<file path="src/rtl/jseq_pkg.sv">
// rtl/jseq_pkg.sv - shared types, constants and helpers for the Johnson step sequencer
//
// Purpose : state and status encodings, rotation direction constants, the
//           ring geometry and the Johnson next-code function shared by the
//           sequencer and its code decoder.
// Ports   : none (package).
package jseq_pkg;

   localparam int JSEQ_WIDTH = 4;
   localparam int IDX_W      = $clog2(2 * JSEQ_WIDTH);

   typedef enum logic [2:0] {
      IDLE,
      PLAN,
      STEP,
      CHECK,
      RESP
   } state_t;

   typedef enum logic [1:0] {
      OK          = 2'b00,
      BAD_TARGET  = 2'b01,
      BAD_CURRENT = 2'b10,
      DESYNC      = 2'b11
   } status_t;

   localparam logic FWD = 1'b0;
   localparam logic REV = 1'b1;

   // FWD shifts left inserting ~msb; REV shifts right inserting ~lsb.
   function automatic logic [JSEQ_WIDTH-1:0] johnson_next(
      input logic [JSEQ_WIDTH-1:0] code,
      input logic                  dir
   );
      if (dir == FWD)
         return {code[JSEQ_WIDTH-2:0], ~code[JSEQ_WIDTH-1]};
      else
         return {~code[0], code[JSEQ_WIDTH-1:1]};
   endfunction

endpackage

</file>
<file path="src/rtl/johnson_code_decoder.sv">
// rtl/johnson_code_decoder.sv - maps a Johnson code to its ring index
//
// Purpose : combinational decode of a WIDTH-bit Johnson code into a validity
//           flag and its index (number of FWD steps from the reset code 10..0).
// Ports   : code  in  WIDTH  code to decode
//           valid out 1      code is one of the 2*WIDTH legal states
//           index out IW     ring index, 0 when invalid
module johnson_code_decoder #(
   parameter int WIDTH = 4,
   parameter int IW    = $clog2(2 * WIDTH)
) (
   input  logic [WIDTH-1:0] code,
   output logic             valid,
   output logic [IW-1:0]    index
);

   logic [WIDTH-1:0] walk;

   // Walk the ring from the reset code and match each legal state.
   always_comb begin
      valid = 1'b0;
      index = '0;
      walk  = {1'b1, {(WIDTH-1){1'b0}}};
      for (int k = 0; k < 2 * WIDTH; k++) begin
         if (code == walk) begin
            valid = 1'b1;
            index = IW'(k);
         end
         walk = {walk[WIDTH-2:0], ~walk[WIDTH-1]};
      end
   end

endmodule

</file>
<file path="src/rtl/johnson_step_sequencer.sv">
// rtl/johnson_step_sequencer.sv - moves a Johnson counter to a commanded code by the shorter path
//
// Purpose : accepts a target code, plans direction and step count, pulses the
//           counter enable once per step, verifies each step against count
//           feedback and returns a status plus executed step count.
// Option  : JSEQ_SETTLE_WAIT_EN - CHECK waits up to SETTLE_MAX cycles for the
//           feedback to reach the expected code instead of a single-shot compare.
// Ports   : clk, rst_n                 clock, async active-low reset
//           cmd_valid/cmd_ready/cmd_target   command handshake and target code
//           rsp_valid/rsp_ready/rsp_status/rsp_steps  response handshake
//           busy                       high outside IDLE
//           cnt_enable/cnt_up_down     drive to the counter
//           cnt_count                  counter feedback
module johnson_step_sequencer
   import jseq_pkg::*;
#(
   parameter int WIDTH      = JSEQ_WIDTH,
   parameter int SETTLE_MAX = 4
) (
   input  logic                       clk,
   input  logic                       rst_n,
   input  logic                       cmd_valid,
   output logic                       cmd_ready,
   input  logic [WIDTH-1:0]           cmd_target,
   output logic                       rsp_valid,
   input  logic                       rsp_ready,
   output logic [1:0]                 rsp_status,
   output logic [$clog2(WIDTH+1)-1:0] rsp_steps,
   output logic                       busy,
   output logic                       cnt_enable,
   output logic                       cnt_up_down,
   input  logic [WIDTH-1:0]           cnt_count
);

   localparam int SW   = $clog2(WIDTH + 1);
   localparam int RING = 2 * WIDTH;

   state_t           state;
   logic [WIDTH-1:0] tgt_code;
   logic [WIDTH-1:0] cur_code;
   logic [WIDTH-1:0] exp_code;
   logic [SW-1:0]    steps;
   logic [SW-1:0]    n_steps;
   logic [SW-1:0]    steps_inc;
`ifdef JSEQ_SETTLE_WAIT_EN
   logic [$clog2(SETTLE_MAX+1)-1:0] settle;
`endif

   logic             tgt_valid;
   logic             cur_valid;
   logic [IDX_W-1:0] tgt_idx;
   logic [IDX_W-1:0] cur_idx;
   logic [IDX_W:0]   diff;
   logic [IDX_W-1:0] d;

   johnson_code_decoder #(.WIDTH(WIDTH), .IW(IDX_W)) u_tgt_dec (
      .code  (tgt_code),
      .valid (tgt_valid),
      .index (tgt_idx)
   );

   johnson_code_decoder #(.WIDTH(WIDTH), .IW(IDX_W)) u_cur_dec (
      .code  (cnt_count),
      .valid (cur_valid),
      .index (cur_idx)
   );

   // Forward distance on the ring; one extra bit so the wrap never underflows.
   always_comb begin
      diff = {1'b0, tgt_idx} + (IDX_W+1)'(RING) - {1'b0, cur_idx};
      if (diff >= (IDX_W+1)'(RING))
         diff = diff - (IDX_W+1)'(RING);
      d = diff[IDX_W-1:0];
   end

   assign steps_inc = steps + SW'(1);

   always_ff @(posedge clk or negedge rst_n) begin
      if (!rst_n) begin
         state       <= IDLE;
         cmd_ready   <= 1'b0;
         busy        <= 1'b0;
         rsp_valid   <= 1'b0;
         rsp_status  <= 2'b00;
         rsp_steps   <= '0;
         cnt_enable  <= 1'b0;
         cnt_up_down <= 1'b0;
         tgt_code    <= '0;
         cur_code    <= '0;
         exp_code    <= '0;
         steps       <= '0;
         n_steps     <= '0;
`ifdef JSEQ_SETTLE_WAIT_EN
         settle      <= '0;
`endif
      end else begin
         case (state)
            IDLE: begin
               if (cmd_ready && cmd_valid) begin
                  tgt_code  <= cmd_target;
                  cmd_ready <= 1'b0;
                  busy      <= 1'b1;
                  state     <= PLAN;
               end else begin
                  cmd_ready <= 1'b1;
               end
            end
            PLAN: begin
               steps    <= '0;
               cur_code <= cnt_count;
               if (!tgt_valid) begin
                  rsp_status <= BAD_TARGET;
                  rsp_steps  <= '0;
                  rsp_valid  <= 1'b1;
                  state      <= RESP;
               end else if (!cur_valid) begin
                  rsp_status <= BAD_CURRENT;
                  rsp_steps  <= '0;
                  rsp_valid  <= 1'b1;
                  state      <= RESP;
               end else if (d == '0) begin
                  rsp_status <= OK;
                  rsp_steps  <= '0;
                  rsp_valid  <= 1'b1;
                  state      <= RESP;
               end else begin
                  // A half-ring tie resolves FWD.
                  if (d <= IDX_W'(WIDTH)) begin
                     cnt_up_down <= FWD;
                     n_steps     <= SW'(d);
                  end else begin
                     cnt_up_down <= REV;
                     n_steps     <= SW'(RING - int'(d));
                  end
                  cnt_enable <= 1'b1;
                  state      <= STEP;
               end
            end
            STEP: begin
               cnt_enable <= 1'b0;
               exp_code   <= johnson_next(cur_code, cnt_up_down);
`ifdef JSEQ_SETTLE_WAIT_EN
               settle     <= '0;
`endif
               state      <= CHECK;
            end
            CHECK: begin
               if (cnt_count == exp_code) begin
                  cur_code <= exp_code;
                  steps    <= steps_inc;
                  if (steps_inc == n_steps) begin
                     rsp_status <= OK;
                     rsp_steps  <= steps_inc;
                     rsp_valid  <= 1'b1;
                     state      <= RESP;
                  end else begin
                     cnt_enable <= 1'b1;
                     state      <= STEP;
                  end
               end else begin
`ifdef JSEQ_SETTLE_WAIT_EN
                  if (settle == $bits(settle)'(SETTLE_MAX - 1)) begin
                     rsp_status <= DESYNC;
                     rsp_steps  <= steps;
                     rsp_valid  <= 1'b1;
                     state      <= RESP;
                  end else begin
                     settle <= settle + 1'b1;
                  end
`else
                  rsp_status <= DESYNC;
                  rsp_steps  <= steps;
                  rsp_valid  <= 1'b1;
                  state      <= RESP;
`endif
               end
            end
            RESP: begin
               if (rsp_ready) begin
                  rsp_valid <= 1'b0;
                  busy      <= 1'b0;
                  cmd_ready <= 1'b1;
                  state     <= IDLE;
               end
            end
            default: state <= IDLE;
         endcase
      end
   end

endmodule

</file>
<file path="config.mk">
export PLATFORM = sky130hd
export DESIGN_NAME = johnson_step_sequencer
export DESIGN_NICKNAME = d
export VERILOG_FILES = /design/src/rtl/jseq_pkg.sv /design/src/rtl/johnson_code_decoder.sv /design/src/rtl/johnson_step_sequencer.sv
export SDC_FILE = /design/constraint.sdc
export NUM_CORES = 1
export LEC_CHECK = 0
export BUFFER_PORTS_ARGS = -buffer_cell sky130_fd_sc_hd__clkbuf_2
export CAP_MARGIN = 20
export CORE_MARGIN = 1.5
export CORE_UTILIZATION = 45
export DETAILED_ROUTE_END_ITERATION = 8
export SYNTH_ARGS = -nofsm -noshare
export SYNTH_HDL_FRONTEND = slang
export SYNTH_HIERARCHICAL = 1
export SYNTH_SLANG_ARGS = --single-unit
</file>
<file path="constraint.sdc">
create_clock -name clk -period 4.25 [get_ports clk]
set_input_delay 0.425 -clock clk [delete_from_list [all_inputs] [get_ports clk]]
set_output_delay 0.425 -clock clk [all_outputs]
set_load 0.01 [all_outputs]
</file>
==> results of run 1 <==
worst min path at each step:
stage	start	endpoint	slack [ps]	cells after the start
2_1_floorplan	rst_n	busy$_DFFE_PN0P_	130	0
3_3_place_gp	busy$_DFFE_PN0P_	busy$_DFFE_PN0P_	470	1
3_5_place_dp	busy$_DFFE_PN0P_	busy$_DFFE_PN0P_	470	1
4_1_cts	rst_n	exp_code[1]$_DFFE_PN0N_	220	1
5_1_grt	rst_n	cur_code[2]$_DFFE_PN0P_	270	1
6_report	rst_n	exp_code[0]$_DFFE_PN0N_	190	1
power by group through the flow:
stage | combinational, mW | clock [mW] | sequential, mW
final | 0.676 | 0.303 | 0.568
after CTS | 0.684 | 0.310 | 0.569
after floorplan | 0.568 | 0 | 0.530
after global routing | 0.761 | 0.323 | 0.594
after detailed placement | 0.677 | 0 | 0.576
after global placement | 0.662 | 0 | 0.569
Yosys cell counts, types with 2 or more instances:
cell      count
a211oi_1      4
a21o_1        4
a21oi_1      10
a21oi_2       2
a22o_1       10
a22oi_1       2
buf_2         3
clkbuf_1      3
dfrtp_1      31
ha_1          3
inv_1         8
mux2_2        6
mux2_4        5
mux2i_1      10
nand2_1      17
nand2b_1      4
nand3_1       2
nor2_1       11
nor2b_1       3
o21ai_0       8
o31ai_1       2
or2_2         2
or3_1         2
xnor2_1       5
xnor3_1       2
xor2_1        3
state kept, by name, summed over array words and instances, names as in the netlist, 2 cells and up:
name	flops
rsp_status	2
exp_code	4
cur_code	4
state	3
tgt_code	4
steps	3
rsp_steps	3
n_steps	3
critical path, stage by stage, from the launching register on:
cell and delay (ps):
dfrtp_1 430, or2_2 330, a21oi_2 130, inv_1 50, ha_1 190, fa_1 460, ha_1 250, a2111oi_4 470
a41oi_2 120, and2_4 270, mux2_4 300
layer usage:
layer  global-route usage [%]  routed length [µm]
met1                     24.1                1630
met2                     31.6                1720
met3                     4.39                 140
met4                     8.67                  73
met5                        0                   0
layout make-up:
cell class	count	share of cell area, %
multi-input cells	125	47.0
flip-flops and latches	31	37.8
repair buffers	21	5.12
clock buffers	6	4.02
well taps	48	2.92
clock inverters	2	1.71
inverters	8	1.46
stage by stage:
| step | hold WS (ps) | instances | setup WS, ps | total power [mW] |
|---|---|---|---|---|
| finish | 195 | 241 | 1140 | 1.55 |
| global route | 268 | 241 | 947 | 1.68 |
| CTS | 218 | 241 | 1120 | 1.56 |
| detailed placement | 470 | 233 | 1080 | 1.25 |
| global placement | 471 | 233 | 1130 | 1.23 |
| floorplan | 129 | 172 | 1250 | 1.10 |
kinds of logic after synthesis:
logic type / Yosys count / share of synthesized area, %
AOI/OAI and AO/OA: 45 / 18.6
xor gates and xnor gates: 10 / 6.35
adders and majority gates: 4 / 3.17
muxes: 21 / 13.4
buffers and inverters: 16 / 3.93
DFF: 31 / 42.8
and+or+nand+nor: 45 / 11.8
==> results by group, run 1 <==
Worst setup path
  – Worst reg2reg endpoint: rsp_steps[2]$_DFFE_PN0P_
  – WS Path Type: register to register
  – CP Max Fanout: 6
  – Flop2flop setup slack: between 1000 and 1500 ps
  – R2r worst-path depth: 10
  – Crit path required time: approximately 4400 ps
  – Worst Setup EP: rsp_steps[2]$_DFFE_PN0P_
  – R2R Path Start: tgt_code[3]$_DFFE_PN0P_
  – Nature of the critical path startpoint: register
  – Critical path launch point: tgt_code[3]$_DFFE_PN0P_
  – CP endpoint kind: register
  – Critical path arrival: 3300 ps

Drt
  – Wirelength, routed: 3570 µm
  – Starting DRT DRC Count: 46
  – Drt drc: 0
  – DR pass1 iterations: 4
  – ANT nets after route: 0
  – Via/cell ratio: roughly 5.5
  – Wire per inst: 14.8 µm
  – DR vias: between 1000 and 1500

STA
  – FMAX: around 320 MHz
  – Worst Skew: 7.09 ps
  – Period utilisation layout: about three quarters
  – RSZ-0062 raised after global routing: no
  – Worst slew pin tran: roughly 1000 ps
  – Slew HR: 29.4%
  – Period minus WS final: ~3100 ps
  – Total negative setup slack: 0 ps
  – Final Hold Vio Count: 0
  – Final Max Slew Viols: 0
  – Setup-failing EPs final: 0

CTS
  – Postcts setup bufs: 0
  – CTS tree: done
  – Clock Latency Late Sink: around 290 ps
  – Post-CTS Hold Fix Bufs: 0
  – Clock transition at path regs: 70 ps
  – Cts repair resizes: 0
  – Clock Sinks: 31
  – Clock Tree Root: clkbuf_8
  – Htree depth: 2
  – Clock Tree Buf Depth: 2
  – CTS Buf Count: 5

Placement
  – Detail Placement HPWL: around 2700 µm
  – Port bufs: 21
  – Post-placement cell area: slightly below 2000 µm²
  – RePlAce Congestion: between 0.8 and 0.9

Synthesis
  – Post-synthesis sequential area ratio: between 40% and 50%
  – Synth top area cells: dfrtp_1, mux2i_1, a22o_1
  – Area of the mapped netlist: 1810 µm²
  – Avg Cell Area, Syn: approximately 11 µm²
  – Net Count, Synth: between 150 and 200
  – Ys async rst share: 100%
  – Yosys Warn Count: 6
  – Area leader, netlist: dfrtp_1
  – Cells after synthesis: ~170
  – Prevailing post-synth register cell: dfrtp_1
  – EDFF count, synth: 0
  – Yosys reg bits: 31
  – Synth top area share: ~43%
  – Post-synth cell types: 36

GRT
  – Total grt overflow: 0
  – Initial antenna violation count: 0
  – Largest net degree at the start of global routing: 32
  – First-pass GRT wire length: slightly above 6000 µm
  – Vias in the first global route: 1335
  – GRT Overall Usage: around a fifth

Pwr
  – Clk network pwr share: 19.6%
  – Max VDD drop: 0.370 mV
  – Net Sw Power: 603 µW
  – Sequential group share of total power: between 30% and 40%
  – Gate power share: 43.7%
  – Leakage: around 0.94 nW
  – Internal power: 945 µW
  – Pwr Density: about 750 nW/µm²
  – Sw frac: approximately two fifths

Floorplanning
  – Die area: roughly 4400 µm²
  – Initial Utilization: 48.1%
  – Vert. Die Dim: 66.5 µm
  – IO Count: 22
  – Die width: about 66 µm
  – CORE AREA: between 3000 and 4000 µm²
  – Site Rows: 22

Cells and area
  – Most common cell after layout, fill and taps aside: dfrtp_1
  – Area Overhead vs Synth: 13.3%
  – N_diodes: 0
  – Total Nets Final: approximately 210
  – Fin util: between 50% and 60%
  – FF/Latch Area: around 780 µm²
  – Commonest cells after routing, fill and taps aside: dfrtp_1, clkbuf_2, nand2_1, nor2_1
  – Layout cell share with drive strength beyond 1: about a quarter
  – Multi-input logic area: just under 1000 µm²
  – # fillers: around 340
  – Final Cell Area: ~2100 µm²

Job
  – Max_cap viols: 0

Outcome
  – Status: complete, no violations

Min path
  – Hold Path Class: input port to asynchronous set/reset pin
Power figures use the tool's default switching activity.
==> run 2, diff against run 1 <==
--- a/config.mk
+++ b/config.mk
@@ -5,11 +5,13 @@
 export SDC_FILE = /design/constraint.sdc
 export NUM_CORES = 1
 export LEC_CHECK = 0
+export ABC_AREA = 1
 export BUFFER_PORTS_ARGS = -buffer_cell sky130_fd_sc_hd__clkbuf_2
 export CAP_MARGIN = 20
 export CORE_MARGIN = 1.5
 export CORE_UTILIZATION = 45
 export DETAILED_ROUTE_END_ITERATION = 8
+export PLACE_DENSITY = 0.66
 export SYNTH_ARGS = -nofsm -noshare
 export SYNTH_HDL_FRONTEND = slang
 export SYNTH_HIERARCHICAL = 1
==> constraint.sdc (replaced) <==
create_clock -name clk -period 2.6 [get_ports clk]
set_input_delay 0.26 -clock clk [delete_from_list [all_inputs] [get_ports clk]]
set_output_delay 0.26 -clock clk [all_outputs]
set_load 0.01 [all_outputs]
==> run 2 against run 1 <==
Maximum frequency is 35% higher. Global-route usage is 2.1 points lower. Flip-flop and latch count stayed put. Non-clock buffer count unchanged. Worst setup slack worse by 840 ps. Critical path depth up 1. Sequential share of layout area is 2.3 points lower. Sequential power increased by 43%. Largest cell class unchanged. Synthesized cell count up 53%. Wire length grew 4.5%. Clock power is 24% higher. Clock skew about the same.
==> results by group, run 2 <==
Drt
  – Via/cell ratio: ~4.8
  – Starting DRT DRC Count: a little under 90
  – DR pass1 iterations: 4
  – ANT nets after route: 0
  – DR vias: ~1600
  – Drt drc: 0
  – Wire per inst: 11.0 µm
  – Wirelength, routed: 3730 µm

Worst setup path
  – CP Max Fanout: 10
  – Crit-path slowest cell: fa_1
  – Nature of the critical path startpoint: register
  – CP peak stage delay: ~470 ps
  – CP endpoint kind: register
  – R2r worst-path depth: 11
  – Flop2flop setup slack: 300 ps
  – WS Path Type: register to register
  – Worst Path Buf+Inv: 2
  – Critical path arrival: roughly 2500 ps
  – Worst-path cell chain: nor2_1 -> o21ai_1 -> inv_1 -> inv_1 -> ha_1 -> fa_1 -> ha_1 -> nand2_1 -> nand3_2 -> nand4_1 -> nand2_1
  – Crit path required time: roughly 2800 ps
  – Worst Setup EP: cnt_enable$_DFFE_PN0P_
  – R2R Path Start: tgt_code[0]$_DFFE_PN0P_
  – WP depth: 11
  – Worst reg2reg endpoint: cnt_enable$_DFFE_PN0P_
  – Top delay family on crit path: adder cells
  – Critical path launch point: tgt_code[0]$_DFFE_PN0P_

STA
  – Period utilisation layout: between 80% and 90%
  – FMAX: around 430 MHz
  – Worst slew pin tran: ~780 ps
  – RSZ-0062 raised after global routing: no
  – Period minus WS final: roughly 2300 ps
  – Slew HR: ~48%
  – Final Max Slew Viols: 0
  – Total negative setup slack: 0 ps
  – Setup-failing EPs final: 0
  – Worst Skew: around 7.0 ps
  – Final Hold Vio Count: 0
  – Worst setup margin: around 300 ps

Min path
  – Hold Path Class: input port to asynchronous set/reset pin

GRT
  – GRT Overall Usage: between 15 and 20%
  – First-pass GRT wire length: 6600 µm
  – Largest net degree at the start of global routing: 32
  – Initial antenna violation count: 0
  – Total grt overflow: 0
  – Vias in the first global route: 1455

Placement
  – Post-placement cell area: 2100 µm²
  – Worst slack, placed: 260 ps
  – Detail Placement HPWL: ~2800 µm
  – Post-Place Cells: 331
  – Port bufs: 21
  – RePlAce Congestion: ~0.8

Cells and area
  – Multi-input logic area: a little under 1000 µm²
  – Final Non-Filler Cells: between 300 and 400
  – Commonest cells after routing, fill and taps aside: nand2_1, inv_1, dfrtp_1, nand3_1, clkbuf_2
  – Area Overhead vs Synth: 11.3%
  – Most common cell after layout, fill and taps aside: nand2_1
  – Regs by FF count: cur_code: 4 flops, exp_code: 4 flops, tgt_code: 4 flops
  – Layout cell share with drive strength beyond 1: 21.5%
  – FF/Latch Area: 776 µm²
  – Final Cell Area: ~2200 µm²
  – # fillers: 392
  – Total Nets Final: just over 300
  – N_diodes: 0
  – Fin util: 53.6%

CTS
  – Htree depth: 2
  – Clock transition at path regs: around 70 ps
  – Clock Tree Buf Depth: 2
  – Post-CTS Hold Fix Bufs: 0
  – Clock Sinks: 31
  – Clock Latency Late Sink: 280 ps
  – CTS tree: done
  – CTS Buf Count: 5
  – Clock Tree Root: clkbuf_8

Synthesis
  – Cells after synthesis: 263
  – Area leader, netlist: dfrtp_1
  – Area of the mapped netlist: between 1500 and 2000 µm²
  – Post-synthesis sequential area ratio: between 30 and 40%
  – Avg Cell Area, Syn: roughly 7.5 µm²
  – Post-synth cell types: 30
  – Net Count, Synth: around 280
  – Most common cell in the netlist: nand2_1
  – Yosys Warn Count: 6
  – Top cells by count, synth: nand2_1, inv_1, dfrtp_1
  – Synth top area cells: dfrtp_1, nand2_1, inv_1
  – Yosys reg bits: 31
  – Ys async rst share: 100%
  – Synth top area share: 39.4%
  – EDFF count, synth: 0
  – Prevailing post-synth register cell: dfrtp_1

Job
  – Max_cap viols: 0

Floorplanning
  – Initial Utilization: about half
  – Site Rows: 23
  – IO Count: 22
  – CORE AREA: around 4100 µm²
  – Vert. Die Dim: around 69 µm
  – Die area: 4780 µm²
  – Die width: 69.1 µm

Pwr
  – Leakage: around 1.2 nW
  – Pwr Density: 1030 nW/µm²
  – Max VDD drop: roughly 0.42 mV

Outcome
  – Status: complete, no violations
## run 2: through the flow
stage	hold WS [ps]	total power, mW
2_1_floorplan	-35.6	1.66
3_3_place_gp	385	1.85
3_5_place_dp	388	1.88
4_1_cts	85.2	2.28
5_1_grt	127	2.49
6_report	52.9	2.25
## run 2: cells by family after synthesis
kind of cell               synth area share, %
muxes                                     2.29
xor gates and xnor gates                  3.12
adders and majority gates                 2.93
DFF                                       39.4
and+or+nand+nor                           32.1
AOI/OAI and AO/OA                         9.22
buffers and inverters                     10.9
## run 2: repair_timing
action                     in CTS  in global routing
buffers inserted                0                  0
setup endpoints to repair       0                  3
gates resized for setup         0                  1
## run 2: layout make-up
class / instances / share of cell area [%]
clock buffers: 6 / 3.77
multi-input cells: 182 / 44.7
well taps: 50 / 2.86
flip-flops and latches: 31 / 35.4
clock inverters: 1 / 0.229
repair buffers: 21 / 4.80
inverters: 47 / 8.17
## run 2: routing by layer
metal	wire length, µm	global-route usage (%)	vias up
met2	1640	26.0	30
li1	-	-	864
met1	1890	24.3	716
met3	153	4.82	7
met5	0	0	-
met4	52	4.58	0
## run 2: worst min-delay path by stage
stage,slack (ps),cells after the start,endpoint,start
3_3_place_gp,380,1,cur_code[0]$_DFFE_PN0P_,rst_n
6_report,50,1,cnt_up_down$_DFFE_PN0P_,rst_n
4_1_cts,90,1,cnt_up_down$_DFFE_PN0P_,rst_n
3_5_place_dp,390,1,cur_code[2]$_DFFE_PN0P_,rst_n
5_1_grt,130,1,tgt_code[1]$_DFFE_PN0P_,rst_n
2_1_floorplan,-40,0,busy$_DFFE_PN0P_,rst_n
## run 2: worst register-to-register path, delay by kind of cell (launching register included)
kind	cells	cell delay [ps]
compound gates	1	90
flops	1	420
fa+ha+maj	3	900
buf+inv	2	90
simple gates	5	680
## run 2: power breakdown
part           switching [mW]  internal, mW
sequential              0.149         0.665
combinational           0.641         0.418
clock                   0.170         0.207
==> run 3, diff against run 2 <==
--- a/config.mk
+++ b/config.mk
@@ -5,13 +5,12 @@
 export SDC_FILE = /design/constraint.sdc
 export NUM_CORES = 1
 export LEC_CHECK = 0
-export ABC_AREA = 1
 export BUFFER_PORTS_ARGS = -buffer_cell sky130_fd_sc_hd__clkbuf_2
 export CAP_MARGIN = 20
 export CORE_MARGIN = 1.5
 export CORE_UTILIZATION = 45
 export DETAILED_ROUTE_END_ITERATION = 8
-export PLACE_DENSITY = 0.66
+export PLACE_DENSITY = 0.67
 export SYNTH_ARGS = -nofsm -noshare
 export SYNTH_HDL_FRONTEND = slang
 export SYNTH_HIERARCHICAL = 1
==> run 3 against run 2 <==
The flow now finishes with violations (setup timing). Largest power group unchanged. Clock-buffer cell count stayed put. Critical endpoint is now rsp_steps[1]$_DFFE_PN0P_. First-iteration DRC count down 16%. Power rose by 17%.
==> results by group, run 3 (synthesis gave the netlist of run 1 again) <==
Pwr
  – Max VDD drop: 0.635 mV
  – Leakage: between 0.9 and 1 nW
  – Pwr Density: about 1200 nW/µm²

GRT
  – Vias in the first global route: about 1400
  – GRT Overall Usage: about a fifth
  – Initial antenna violation count: 0
  – Largest net degree at the start of global routing: 32
  – First-pass GRT wire length: 6690 µm
  – Total grt overflow: 0

Drt
  – Via/cell ratio: 5.51
  – ANT nets after route: 0
  – DR pass1 iterations: 4
  – Starting DRT DRC Count: 74
  – Wire per inst: ~15 µm
  – Drt drc: 0
  – DR vias: 1400
  – Wirelength, routed: about 3900 µm

STA
  – Setup-failing EPs final: 7
  – RSZ-0062 raised after global routing: yes
  – Period minus WS final: between 2000 and 3000 ps
  – Slew HR: around half
  – Period utilisation layout: 105%
  – Final Hold Vio Count: 0
  – Worst Skew: about 9 ps
  – FMAX: about 370 MHz
  – Worst setup margin: -132 ps
  – Final Max Slew Viols: 0
  – Worst slew pin tran: between 700 and 800 ps

CTS
  – Clock Latency Late Sink: ~290 ps
  – Clock Tree Root: clkbuf_8
  – Post-CTS Hold Fix Bufs: 0
  – CTS tree: done
  – Clock Sinks: 31
  – CTS Buf Count: 5
  – Clock Tree Buf Depth: 2
  – Htree depth: 2
  – Clock transition at path regs: ~70 ps

Cells and area
  – Most common cell after layout, fill and taps aside: dfrtp_1
  – Regs by FF count: cur_code: 4 flops, exp_code: 4 flops, tgt_code: 4 flops
  – Final Non-Filler Cells: 254
  – Total Nets Final: roughly 220
  – N_diodes: 0
  – Commonest cells after routing, fill and taps aside: dfrtp_1, clkbuf_2, nand2_1, buf_4, nor2_1
  – Area Overhead vs Synth: 19.6%
  – Layout cell share with drive strength beyond 1: a little under a third
  – Fin util: 57.5%

Job
  – Max_cap viols: 0

Placement
  – Post-Place Cells: 246
  – Port bufs: 21
  – Detail Placement HPWL: approximately 2800 µm
  – RePlAce Congestion: around 0.85

Worst setup path
  – Critical path arrival: between 2000 and 3000 ps
  – CP endpoint kind: register
  – Nature of the critical path startpoint: register
  – Flop2flop setup slack: -130 ps
  – Crit path required time: approximately 2800 ps
  – WS Path Type: register to register
  – CP Max Fanout: 6

Floorplanning
  – IO Count: 22
  – Vert. Die Dim: around 66 µm
  – Die area: around 4400 µm²
  – Die width: 66.5 µm
  – CORE AREA: approximately 3800 µm²
  – Initial Utilization: around 48%
  – Site Rows: 22

Outcome
  – Status: complete, but fails checks
  – Failing checks: setup timing

Min path
  – Hold Path Class: input port to asynchronous set/reset pin
[run 3: cell count changes in the layout (fill, tap and decap cells not counted), sizes merged, moves of 5 or more]
cell and delta:
a21oi +9, a22o +10, buf +14, clkinv -5, inv -34, mux2 +7
mux2i +10, nand2 -77, nand3 -22, nor2 -5, o21ai -14
[run 3: routing by layer]
| layer | part of all wire, % | track usage [%] | up-vias | wire length (µm) |
|---|---|---|---|---|
| li1 | - | - | 682 | - |
| met1 | 47 | 26.6 | 690 | 1830 |
| met2 | 48 | 34.1 | 21 | 1860 |
| met3 | 3.0 | 5.07 | 7 | 117 |
| met4 | 1.3 | 5.36 | 0 | 51 |
| met5 | 0 | 0 | - | 0 |
[run 3: critical path, stage by stage (launching register included)]
cell and delay, ps:
dfrtp_1 380, or2_4 260, a21oi_2 100, inv_1 50, ha_2 170, fa_2 450
ha_4 190, a2111oi_4 380, a41oi_2 90, and2_4 260, mux2_4 300
[run 3: cell type report]
class / instances / area (µm²)
tap: 48 / 60.1
timing repair buffer: 35 / 214
multi-input combinational: 125 / 1000
inverter: 8 / 30.0
clock buffer: 6 / 82.6
fill: 319 / 1600
sequential: 31 / 776
clock inverter: 1 / 5.00
[run 3: repair_timing]
action,4_1_cts,5_1_grt
endpoints found under the setup margin,10,12
resized for setup,6,2
pin swaps,6,3
buffers inserted,3,1
[run 3: worst paths after layout]
path	startpoint	endpoint	depth (start not counted)
min in group clk	cmd_target[3]	tgt_code[3]$_DFFE_PN0P_	2
hold / removal	rst_n	exp_code[1]$_DFFE_PN0N_	1
max in group asynchronous	rst_n	n_steps[0]$_DFFE_PN0P_	1
setup reg to reg	tgt_code[2]$_DFFE_PN0P_	rsp_steps[1]$_DFFE_PN0P_	10
setup / recovery	tgt_code[2]$_DFFE_PN0P_	rsp_steps[1]$_DFFE_PN0P_	10
hold reg to reg	busy$_DFFE_PN0P_	busy$_DFFE_PN0P_	1
[run 3: stage by stage]
| stage | TNS [ps] | area (µm²) | setup WS, ps | hold WS, ps | power [mW] |
|---|---|---|---|---|---|
| 2_1_floorplan | -2060 | 1820 | -351 | -35.6 | 1.81 |
| 3_3_place_gp | -1020 | 2040 | -159 | 370 | 2.11 |
| 3_5_place_dp | -1410 | 2040 | -215 | 377 | 2.17 |
| 4_1_cts | -975 | 2170 | -154 | 70.1 | 2.60 |
| 5_1_grt | -1330 | 2170 | -223 | 91.3 | 2.83 |
| 6_report | -661 | 2170 | -132 | 35.5 | 2.64 |
[run 3: report_power, final]
group	internal, mW	switching, mW
registers	0.683	0.217
logic	0.696	0.653
clock network	0.207	0.179
total	1.59	1.05
